**config.mk**
```make
export PLATFORM = sky130hd
export DESIGN_NAME = main_control_fsm
export DESIGN_NICKNAME = d
export VERILOG_FILES = /design/src/rtl/main_control_fsm.sv
export SDC_FILE = /design/constraint.sdc
export NUM_CORES = 1
export LEC_CHECK = 0
export CORE_MARGIN = 2
export CORE_UTILIZATION = 36
export CTS_CLUSTER_SIZE = 25
export DETAILED_ROUTE_END_ITERATION = 7
export PLACE_DENSITY = 0.78
export SLEW_MARGIN = 40
export SYNTH_ARGS = -nofsm -noshare
export SYNTH_HDL_FRONTEND = slang
export SYNTH_SLANG_ARGS = --single-unit
export TNS_END_PERCENT = 100
```
**constraint.sdc**
```tcl
create_clock -name clk -period 1.7 [get_ports clk]
set_input_delay 0.34 -clock clk [delete_from_list [all_inputs] [get_ports clk]]
set_output_delay 0.34 -clock clk [all_outputs]
set_load 0.02 [all_outputs]
```
**src/rtl/main_control_fsm.sv**
```systemverilog
`default_nettype none
// ============================================================================
//  Module      : main_control_fsm
//  Description : Multicycle processor main control FSM. Moore outputs
//                decoded from the current state; the FETCH, MEMREAD and
//                MEMWRITE states additionally wait on mem_ready. Write
//                strobes are forced low while rst is asserted.
//  Config      : MAIN_CONTROL_JUMP_EN - when defined, Op=000010 (j) is
//                executed through the JUMP state; otherwise it is illegal.
//  Revision    : 1.0 - initial release
// ============================================================================
module main_control_fsm (
   input  logic       clk,
   input  logic       rst,
   input  logic [5:0] Op,
   input  logic       mem_ready,
   output logic       IorD,
   output logic       MemWrite,
   output logic       IRWrite,
   output logic       RegDst,
   output logic       MemtoReg,
   output logic       RegWrite,
   output logic       ALUSrcA,
   output logic       Branch,
   output logic       PCWrite,
   output logic [1:0] ALUSrcB,
   output logic [1:0] ALUOp,
   output logic [1:0] PCSrc,
   output logic       illegal_op,
   output logic [3:0] state
);

   // State encoding
   localparam logic [3:0] c_fetch    = 4'd0;
   localparam logic [3:0] c_decode   = 4'd1;
   localparam logic [3:0] c_memadr   = 4'd2;
   localparam logic [3:0] c_memread  = 4'd3;
   localparam logic [3:0] c_memwb    = 4'd4;
   localparam logic [3:0] c_memwrite = 4'd5;
   localparam logic [3:0] c_execute  = 4'd6;
   localparam logic [3:0] c_aluwb    = 4'd7;
   localparam logic [3:0] c_branch   = 4'd8;
   localparam logic [3:0] c_addiexec = 4'd9;
   localparam logic [3:0] c_addiwb   = 4'd10;
`ifdef MAIN_CONTROL_JUMP_EN
   localparam logic [3:0] c_jump     = 4'd11;
`endif

   // Opcodes
   localparam logic [5:0] c_op_lw    = 6'b100011;
   localparam logic [5:0] c_op_sw    = 6'b101011;
   localparam logic [5:0] c_op_rtype = 6'b000000;
   localparam logic [5:0] c_op_beq   = 6'b000100;
   localparam logic [5:0] c_op_addi  = 6'b001000;
`ifdef MAIN_CONTROL_JUMP_EN
   localparam logic [5:0] c_op_j     = 6'b000010;
`endif

   logic [3:0] r_state;
   logic [3:0] w_next;

   // Raw (pre-reset-gating) write strobes
   logic w_irwrite;
   logic w_pcwrite;
   logic w_memwrite;
   logic w_regwrite;

   // State register; reset returns to FETCH without waiting for a clock
   always_ff @(posedge clk or posedge rst) begin
      if (rst) begin
         r_state <= c_fetch;
      end else begin
         r_state <= w_next;
      end
   end

   // Next-state decode; unused codes fall back to FETCH
   always_comb begin
      w_next = c_fetch;
      case (r_state)
         c_fetch:    w_next = mem_ready ? c_decode : c_fetch;
         c_decode: begin
            case (Op)
               c_op_lw,
               c_op_sw:    w_next = c_memadr;
               c_op_rtype: w_next = c_execute;
               c_op_beq:   w_next = c_branch;
               c_op_addi:  w_next = c_addiexec;
`ifdef MAIN_CONTROL_JUMP_EN
               c_op_j:     w_next = c_jump;
`endif
               default:    w_next = c_fetch;
            endcase
         end
         c_memadr:   w_next = (Op == c_op_lw) ? c_memread : c_memwrite;
         c_memread:  w_next = mem_ready ? c_memwb : c_memread;
         c_memwb:    w_next = c_fetch;
         c_memwrite: w_next = mem_ready ? c_fetch : c_memwrite;
         c_execute:  w_next = c_aluwb;
         c_aluwb:    w_next = c_fetch;
         c_branch:   w_next = c_fetch;
         c_addiexec: w_next = c_addiwb;
         c_addiwb:   w_next = c_fetch;
`ifdef MAIN_CONTROL_JUMP_EN
         c_jump:     w_next = c_fetch;
`endif
         default:    w_next = c_fetch;
      endcase
   end

   // Per-state control decode; anything not set for a state stays 0
   always_comb begin
      IorD       = 1'b0;
      w_memwrite = 1'b0;
      w_irwrite  = 1'b0;
      RegDst     = 1'b0;
      MemtoReg   = 1'b0;
      w_regwrite = 1'b0;
      ALUSrcA    = 1'b0;
      Branch     = 1'b0;
      w_pcwrite  = 1'b0;
      ALUSrcB    = 2'b00;
      ALUOp      = 2'b00;
      PCSrc      = 2'b00;
      illegal_op = 1'b0;
      case (r_state)
         c_fetch: begin
            ALUSrcB   = 2'b01;
            w_irwrite = mem_ready;
            w_pcwrite = mem_ready;
         end
         c_decode: begin
            ALUSrcB = 2'b11;
            case (Op)
               c_op_lw,
               c_op_sw,
               c_op_rtype,
               c_op_beq,
`ifdef MAIN_CONTROL_JUMP_EN
               c_op_j,
`endif
               c_op_addi:  illegal_op = 1'b0;
               default:    illegal_op = 1'b1;
            endcase
         end
         c_memadr: begin
            ALUSrcA = 1'b1;
            ALUSrcB = 2'b10;
         end
         c_memread: begin
            IorD = 1'b1;
         end
         c_memwb: begin
            MemtoReg   = 1'b1;
            w_regwrite = 1'b1;
         end
         c_memwrite: begin
            IorD       = 1'b1;
            w_memwrite = 1'b1;
         end
         c_execute: begin
            ALUSrcA = 1'b1;
            ALUOp   = 2'b10;
         end
         c_aluwb: begin
            RegDst     = 1'b1;
            w_regwrite = 1'b1;
         end
         c_branch: begin
            ALUSrcA = 1'b1;
            ALUOp   = 2'b01;
            PCSrc   = 2'b01;
            Branch  = 1'b1;
         end
         c_addiexec: begin
            ALUSrcA = 1'b1;
            ALUSrcB = 2'b10;
         end
         c_addiwb: begin
            w_regwrite = 1'b1;
         end
`ifdef MAIN_CONTROL_JUMP_EN
         c_jump: begin
            PCSrc     = 2'b10;
            w_pcwrite = 1'b1;
         end
`endif
         default: begin
            illegal_op = 1'b0;
         end
      endcase
   end

   // Write strobes are held off for as long as reset is asserted
   assign IRWrite  = w_irwrite  & ~rst;
   assign PCWrite  = w_pcwrite  & ~rst;
   assign MemWrite = w_memwrite & ~rst;
   assign RegWrite = w_regwrite & ~rst;

   assign state = r_state;

endmodule
`default_nettype wire
```
==> results of run 1 <==
## tightest hold or removal path, delay by kind of cell
kind | cells | cell delay (ns)
buffers and inverters | 3 | 0.75
## final cells by class
type	count	share of cell area, %
inverter	2	0.637
sequential	4	8.92
clock buffer	4	2.23
tap	15	1.59
multi-input combinational	54	41.9
timing repair buffer	64	44.7
## synthesized netlist by cell type
library cell  n
nor3b_1       2
nor2_1        7
a211o_1       2
a21oi_1       3
conb_1        1
mux2i_1       1
dfrtp_1       4
nor4_1        3
o211ai_1      2
nor3_1        8
buf_2         1
buf_4         3
and4b_1       1
nand2b_1      5
and3_1        2
clkbuf_1      3
inv_1         2
a221oi_1      1
o41ai_1       1
nand4b_1      1
nand2_1       2
nor4b_2       1
a32oi_1       1
or4_1         1
nand3_1       1
xor2_1        1
nor2b_1       2
xnor2_1       1
o21ai_1       4
## kinds of logic after synthesis
| logic type | count (synthesis) | synth area share [%] |
|---|---|---|
| AO/OA/AOI/OAI | 14 | 19.5 |
| XOR/XNOR | 2 | 3.64 |
| buffers and inverters | 9 | 9.61 |
| flip-flops | 4 | 20.8 |
| multiplexers | 1 | 2.08 |
| other | 1 | 0.778 |
| AND/OR/NAND/NOR | 36 | 43.6 |
## metrics by stage
step | std cells | util, % | TNS [ns]
floorplan | 67 | - | -0.0195
global placement | 134 | 80.5 | -3.25
detailed placement | 134 | 80.5 | -3.86
CTS | 139 | 83.4 | -0.301
global route | 143 | 92.9 | -0.504
finish | 143 | 92.9 | -0.226
## timing repair
item                       in CTS  in global routing
setup endpoints to repair      19                 14
buffers inserted                1                  4
gates resized for setup        80                 35
pin swaps                       4                  7
## worst max path at each step
stage,to,start,cells after the start,slack [ns]
after floorplan,RegWrite,state[3],5,-0.02
after global placement,illegal_op,Op[1],5,-0.68
after detailed placement,illegal_op,Op[1],5,-0.76
after CTS,illegal_op,state[1],4,-0.1
after global routing,illegal_op,state[1],4,-0.15
final,illegal_op,Op[5],5,-0.10
## layer usage
layer  up-vias  GRT usage [%]
met5         -              0
met4         0           29.2
met3        14           2.22
met2        69           57.1
met1       408           30.3
li1        369              -
## power breakdown
group	internal, mW	switching [mW]
Sequential	0.103	0.0145
Combinational	0.172	0.166
Clock	0.0890	0.0542
==> metrics.csv, run 1 <==
metric,value,unit
cts_max_path_buffers,2,
pre_cts_ws,-0.760,ns
crit_path_max_fanout,2,
seq_area,105,sq um
min_period,1.80,ns
worstSetupStartpointType,input port,
die_w,40.6,um
crit_path_max_incr_delay,0.50,ns
fin_hold_ws,0.510,ns
worst_ep_required_time,1.36,ns
cp_slowest_cell,or4_4,
hold_violations,0,
area_growth,145,%
coreArea,1270,sq um
placed_area,1020,sq um
gp_congestion,0.775,
status,"finished, violations left",
fin_nets,138,
ys_seq_area_share,20.8,%
rows,13,
post-route-period-util,106,%
wl_per_cell,18.9,um
layout_commonest_cell,buf_4,
clock-sinks,4,
grtUsageTotal,31.3,%
stdcell_area,1180,sq um
synthCells,67,
fill_cells,47,
fin_skew,0.00662,ns
wl_met2,1380,um
ys_ff_latch,4,
maxCapViolations,0,
synth.distinct_cells,29,
reg2reg_slack,0.10,ns
num_antenna_cells,0,
grt_antenna_before_repair,0,
met1_length,965,um
dieArea,1650,sq um
final_cell_mix,"37 x buf_4, 10 x buf_6, 7 x dlygate4sd2_1, 6 x nor2_1",
yosysTopAreaCellShare,20.8,%
crit_chain,"dlygate4sd2_1, or4_4, o21ai_2, a21oi_2, buf_4",
ir_drop,0.000348,V
die_h,40.6,um
cts_root_buffer,clkbuf_4,
overflow,0,
dr.pass1.iters,4,
drtIter0Drc,46,
p_leak,0.582,nW
hp-class,in2async,
syn_avg_cell_area,7.19,sq um
cts.clk_slew.worst_paths,0.05,ns
io_pins,29,
start_util,38.0,%
drive_gt1_share,64.8,%
port_buffers,27,
grt_pass1_vias,735,
drc_errors,0,
rr_worst_depth,5,
ant_nets,0,
ys_warn_count,0,
path_class,in2out,
grt_max_degree,8,
synthTopCellsByArea,"dfrtp_1 21%, nor3_1 8.3%, nand2b_1 6.5%",
fmax,555,MHz
largest_reg_flops,4,
grt_pass1_wl,3260,um
syn_area,482,sq um
r2r-end,state[2],
arrival,1.46,ns
cts_inserted_buffers,3,
rr_startpoint,state[1],
insertion_delay,0.25,ns
synth_top_area_cell,dfrtp_1,
multiInputGateArea,494,sq um
fin_ws,-0.102,ns
vias,860,
violations,negative setup slack,
cts_tree,yes,
p_per_area,508,nW/um^2
wl_met3,222,um
routed_via_density,6.01,
path_buf_inv,2,
report.power.total,599,uW
setup_viol,5,
highest_layer,met4,
cp_top_family,simple AND/OR/NAND/NOR gates,
cts_hold_buffers,0,
synth_nets,76,
rsz0062_at_grt,yes,
wl,2700,um
htreeDepth,1,
dp_hpwl,1610,um
end_kind,output pin,
slew_violations,0,
(Power assumes the default switching activity.)
==> run 2: changes to the inputs <==
CORE_UTILIZATION = 32   (was 36)
PLACE_DENSITY = 0.73   (was 0.78)
clock period = 1.6 ns   (was 1.7 ns; I/O delays follow)
==> metrics.csv, run 2 (synthesis results as in run 1) <==
metric,value,unit,change
fin_skew,0.00472,ns,-0.00190 ns
path_class,in2out,,
worstSetupStartpointType,input port,,
cts_inserted_buffers,3,,unchanged
cts_root_buffer,clkbuf_4,,
wl_per_cell,13.8,um,-27%
grt_max_degree,9,,+1
violations,negative setup slack,,
wl_met2,1100,um,-20%
overflow,0,,unchanged
cp_slowest_cell,or4_4,,
insertion_delay,0.23,ns,-0.02 ns
layout_commonest_cell,buf_4,,
arrival,1.38,ns,-0.08 ns
ant_nets,0,,unchanged
crit_path_max_fanout,2,,unchanged
p_leak,0.546,nW,-6.1%
clock-sinks,4,,unchanged
end_kind,output pin,,
fin_nets,134,,-2.9%
fmax,587,MHz,
dieArea,1830,sq um,+11%
cts.clk_slew.worst_paths,0.04,ns,about the same
wl,1920,um,-29%
slew_violations,0,,unchanged
num_antenna_cells,0,,unchanged
io_pins,29,,unchanged
area_growth,137,%,
grt_pass1_wl,2900,um,-11%
coreArea,1450,sq um,+15%
cts_tree,yes,,
rsz0062_at_grt,yes,,
die_h,42.8,um,+5.5%
crit_chain,"clkdlybuf4s15_1, or4_4, o21ai_2, a21oi_2, buf_4",,
worst_ep_required_time,1.28,ns,-0.08 ns
p_comb_share,57.0,%,+0.5 points
htreeDepth,1,,unchanged
drc_errors,0,,unchanged
rows,14,,+1
routed_via_density,5.42,,-9.8%
post-route-period-util,106,%,
cts_max_path_buffers,2,,unchanged
final_cell_mix,"34 x buf_4, 13 x buf_6, 6 x dlygate4sd2_1",,
p_per_area,499,nW/um^2,-1.8%
clkPwrFrac,21.3,%,-2.6 points
start_util,33.1,%,-4.8 points
vias,754,,-12%
fin_ws,-0.104,ns,-0.00190 ns
seqPwrFrac,21.7,%,+2.1 points
crit_path_max_incr_delay,0.52,ns,+0.02 ns
status,"finished, violations left",,
largest_reg_flops,4,,unchanged
port_buffers,27,,unchanged
dr.pass1.iters,6,,+2
grtUsageTotal,19.9,%,-11 points
setup_viol,6,,+1
hold_violations,0,,unchanged
report.power.total,570,uW,-4.8%
intPower,361,uW,-0.88%
gp_congestion,0.812,,+4.8%
power.switching,209,uW,-11%
drive_gt1_share,62.6,%,-2.2 points
grt_antenna_before_repair,0,,unchanged
ir_drop,0.000523,V,+50%
die_w,42.8,um,+5.5%
drtIter0Drc,11,,-76%
met1_length,703,um,-27%
highest_layer,met3,,
swShare,36.7,%,-2.5 points
min_period,1.70,ns,
maxCapViolations,0,,unchanged
wl_met3,108,um,-51%
utilization,78.6,%,-14 points
grt_pass1_vias,705,,-4.1%
hp-class,in2async,,
dp_hpwl,1370,um,-14%
run 2: cell count changes in the layout (fill, tap and decap cells not counted), sizes merged:
cell	delta
dlygate4sd2	-1
buf	-4
run 2: cell type report:
| cell class | count | area (sq um) |
|---|---|---|
| clock buffers | 3 | 22.5 |
| fillers | 108 | 312 |
| inverters | 2 | 7.51 |
| multi-input cells | 54 | 473 |
| flip-flops and latches | 4 | 105 |
| well taps | 16 | 20.0 |
| repair buffers | 60 | 514 |
run 2: power groups by stage:
stage                     Clock [mW]  Sequential, mW  Combinational, mW
final                          0.121           0.124              0.325
after global placement             0           0.123              0.287
after global routing           0.126           0.125              0.344
after floorplan                    0           0.129              0.139
after detailed placement           0           0.123              0.293
after CTS                      0.125           0.122              0.298
run 2: metal layers:
layer | up-vias | global-route usage, %
li1 | 361 | -
met1 | 356 | 22.6
met2 | 37 | 40.0
met3 | 0 | 0
met4 | 0 | 5.00
met5 | - | 0
run 2: worst max-delay path, delay by kind of cell:
kind | cells | cell delay [ns]
AOI/OAI and AO/OA | 2 | 0.20
and+or+nand+nor | 1 | 0.52
buffers and inverters | 2 | 0.33
run 2: final timing paths:
path	from	end	slack, ns	cells after the start
setup / recovery	Op[1]	illegal_op	-0.10	5
hold / removal	rst	state[2]	0.46	3
setup reg to reg	state[1]	state[2]	0.01	5
hold reg to reg	state[3]	state[0]	0.70	2
max in group asynchronous	rst	state[0]	1.02	3
min in group clk	Op[5]	state[3]	0.53	5
run 2: what timing repair did:
action	4_1_cts	5_1_grt
hold buffers	0	0
endpoints found under the setup margin	21	13
pin swaps	5	6
setup buffers	1	1
resized for setup	89	29
run 2: metrics by stage:
stage / hold WS, ns / TNS (ns) / std cells / area, sq um / worst slack [ns]
floorplan: 0.0914 / -0.144 / 67 / 574 / -0.109
global placement: 0.650 / -4.44 / 134 / 1020 / -0.750
detailed placement: 0.656 / -4.81 / 134 / 1020 / -0.828
CTS: 0.444 / -0.340 / 138 / 1040 / -0.173
global route: 0.486 / -0.871 / 139 / 1140 / -0.160
finish: 0.461 / -0.434 / 139 / 1140 / -0.104
==> run 3: changes to the inputs <==
SLEW_MARGIN = 0   (was 40)
clock period = 1.4 ns   (was 1.6 ns; I/O delays follow)
==> metrics.csv, run 3 (synthesis results as in run 1) <==
metric,value,unit,change
status,"finished, violations left",,
violations,negative setup slack,,
final_cell_mix,"32 x buf_4, 23 x buf_6, 5 x nand2b_4, 5 x dlygate4sd2_1",,
rr_startpoint,state[1],,
rr_worst_depth,5,,unchanged
utilization,89.7,%,+11 points
ir_drop,0.000607,V,+16%
crit_chain,"nand2b_4, mux2i_2, a21oi_2, nor2_4, buf_6",,
slew_violations,0,,unchanged
fill_cells,69,,-36%
drc_errors,0,,unchanged
num_antenna_cells,0,,unchanged
worst_ep_required_time,1.12,ns,-0.16 ns
intPower,454,uW,+26%
clock-sinks,4,,unchanged
drive_gt1_share,72.1,%,+9.5 points
setup_viol,18,,+12
worstSetupStartpointType,register,,
grt_antenna_before_repair,0,,unchanged
cts_inserted_buffers,3,,unchanged
grt_pass1_wl,3980,um,+37%
area_growth,171,%,
io_pins,29,,unchanged
crit_path_max_incr_delay,0.45,ns,-0.07 ns
port_buffers,27,,unchanged
crit_path_max_fanout,6,,+4
maxCapViolations,0,,unchanged
die_h,42.8,um,unchanged
vias,848,,+12%
cts_max_path_buffers,2,,unchanged
cts_root_buffer,clkbuf_4,,
cts.clk_slew.worst_paths,0.05,ns,about the same
largest_reg_flops,4,,unchanged
power.switching,296,uW,+42%
seqPwrFrac,19.7,%,-2.0 points
arrival,1.41,ns,+0.03 ns
cts_tree,yes,,
start_util,33.1,%,unchanged
fin_ws,-0.294,ns,-0.190 ns
seq_area,105,sq um,unchanged
dpl.cell_count,134,,unchanged
fmax,590,MHz,
path_class,reg2out,,
min_period,1.69,ns,
die_w,42.8,um,unchanged
dr.pass1.iters,4,,-2
wl_per_cell,19.7,um,+43%
coreArea,1450,sq um,unchanged
grt_pass1_vias,817,,+16%
end_kind,output pin,,
layout_commonest_cell,buf_4,,
wl,2860,um,+49%
cp_slowest_cell,dfrtp_2,,
p_per_area,575,nW/um^2,+15%
routed_via_density,5.85,,+7.8%
p_comb_share,59.7,%,+2.7 points
swShare,39.5,%,+2.9 points
ant_nets,0,,unchanged
rsz0062_at_grt,yes,,
overflow,0,,unchanged
grt_max_degree,10,,+1
cts_hold_buffers,0,,unchanged
insertion_delay,0.24,ns,about the same
clkPwrFrac,20.6,%,-0.7 points
gp_congestion,0.792,,-2.4%
hold_violations,0,,unchanged
dieArea,1830,sq um,unchanged
final_cells,145,,+4.3%
htreeDepth,1,,unchanged
drtIter0Drc,25,,+14
r2r-end,state[2],,
fin_skew,0.00920,ns,+0.00449 ns
fin_hold_ws,0.536,ns,+0.0758 ns
dp_hpwl,1380,um,about the same
hp-class,in2async,,
fin_nets,140,,+4.5%
post-route-period-util,121,%,
rows,14,,unchanged
reg2reg_slack,-0.26,ns,-0.27 ns
p_leak,0.617,nW,+13%
grtUsageTotal,29.0,%,+9.1 points
multiInputGateArea,551,sq um,+16%
-- run 3: per-stage QoR --
| stage | area (sq um) | setup WS (ns) | TNS, ns | total power [mW] |
|---|---|---|---|---|
| detailed placement | 1030 | -0.912 | -8.43 | 0.479 |
| global route | 1300 | -0.335 | -4.47 | 0.780 |
| global placement | 1030 | -0.873 | -8.18 | 0.473 |
| finish | 1300 | -0.294 | -3.77 | 0.750 |
| floorplan | 587 | -0.194 | -0.998 | 0.306 |
| CTS | 1240 | -0.254 | -3.14 | 0.688 |
-- run 3: worst max-delay path, delay by kind of cell, from the launching register on --
| family | cells | cell delay (ns) |
|---|---|---|
| buffers and inverters | 1 | 0.12 |
| muxes | 1 | 0.19 |
| and+or+nand+nor | 2 | 0.31 |
| DFF | 1 | 0.45 |
| AOI/OAI and AO/OA | 1 | 0.10 |
-- run 3: worst max-delay path by stage --
stage / start / end / slack (ns)
2_1_floorplan: state[3] / RegWrite / -0.19
3_3_place_gp: Op[1] / illegal_op / -0.87
3_5_place_dp: Op[0] / illegal_op / -0.91
4_1_cts: state[3] / illegal_op / -0.25
5_1_grt: state[3] / RegWrite / -0.33
6_report: state[3] / RegWrite / -0.29
-- run 3: timing repair --
item,CTS,global route
setup buffers,6,2
setup endpoints to repair,22,19
resized for setup,134,12
pin swaps,15,5
-- run 3: cell type report --
type / count / share of cell area, %
clock buffer: 3 / 1.73
inverter: 2 / 0.576
multi-input combinational: 54 / 42.2
sequential: 4 / 8.06
tap: 16 / 1.54
timing repair buffer: 66 / 45.9
-- run 3: power by group through the flow --
stage                     logic, mW  registers [mW]  clock network (mW)
final                         0.448           0.148               0.154
after global routing          0.463           0.149               0.168
after CTS                     0.398           0.147               0.143
after detailed placement      0.335           0.143                   0
after global placement        0.330           0.143                   0
after floorplan               0.159           0.147                   0
-- run 3: routing by layer --
metal  GRT usage (%)  part of all wire [%]  vias up
met4            11.3                   3.5        0
li1                -                     -      372
met3            3.40                   5.8       14
met5               0                     0        -
met1            33.2                    38      408
met2            53.6                    52       54
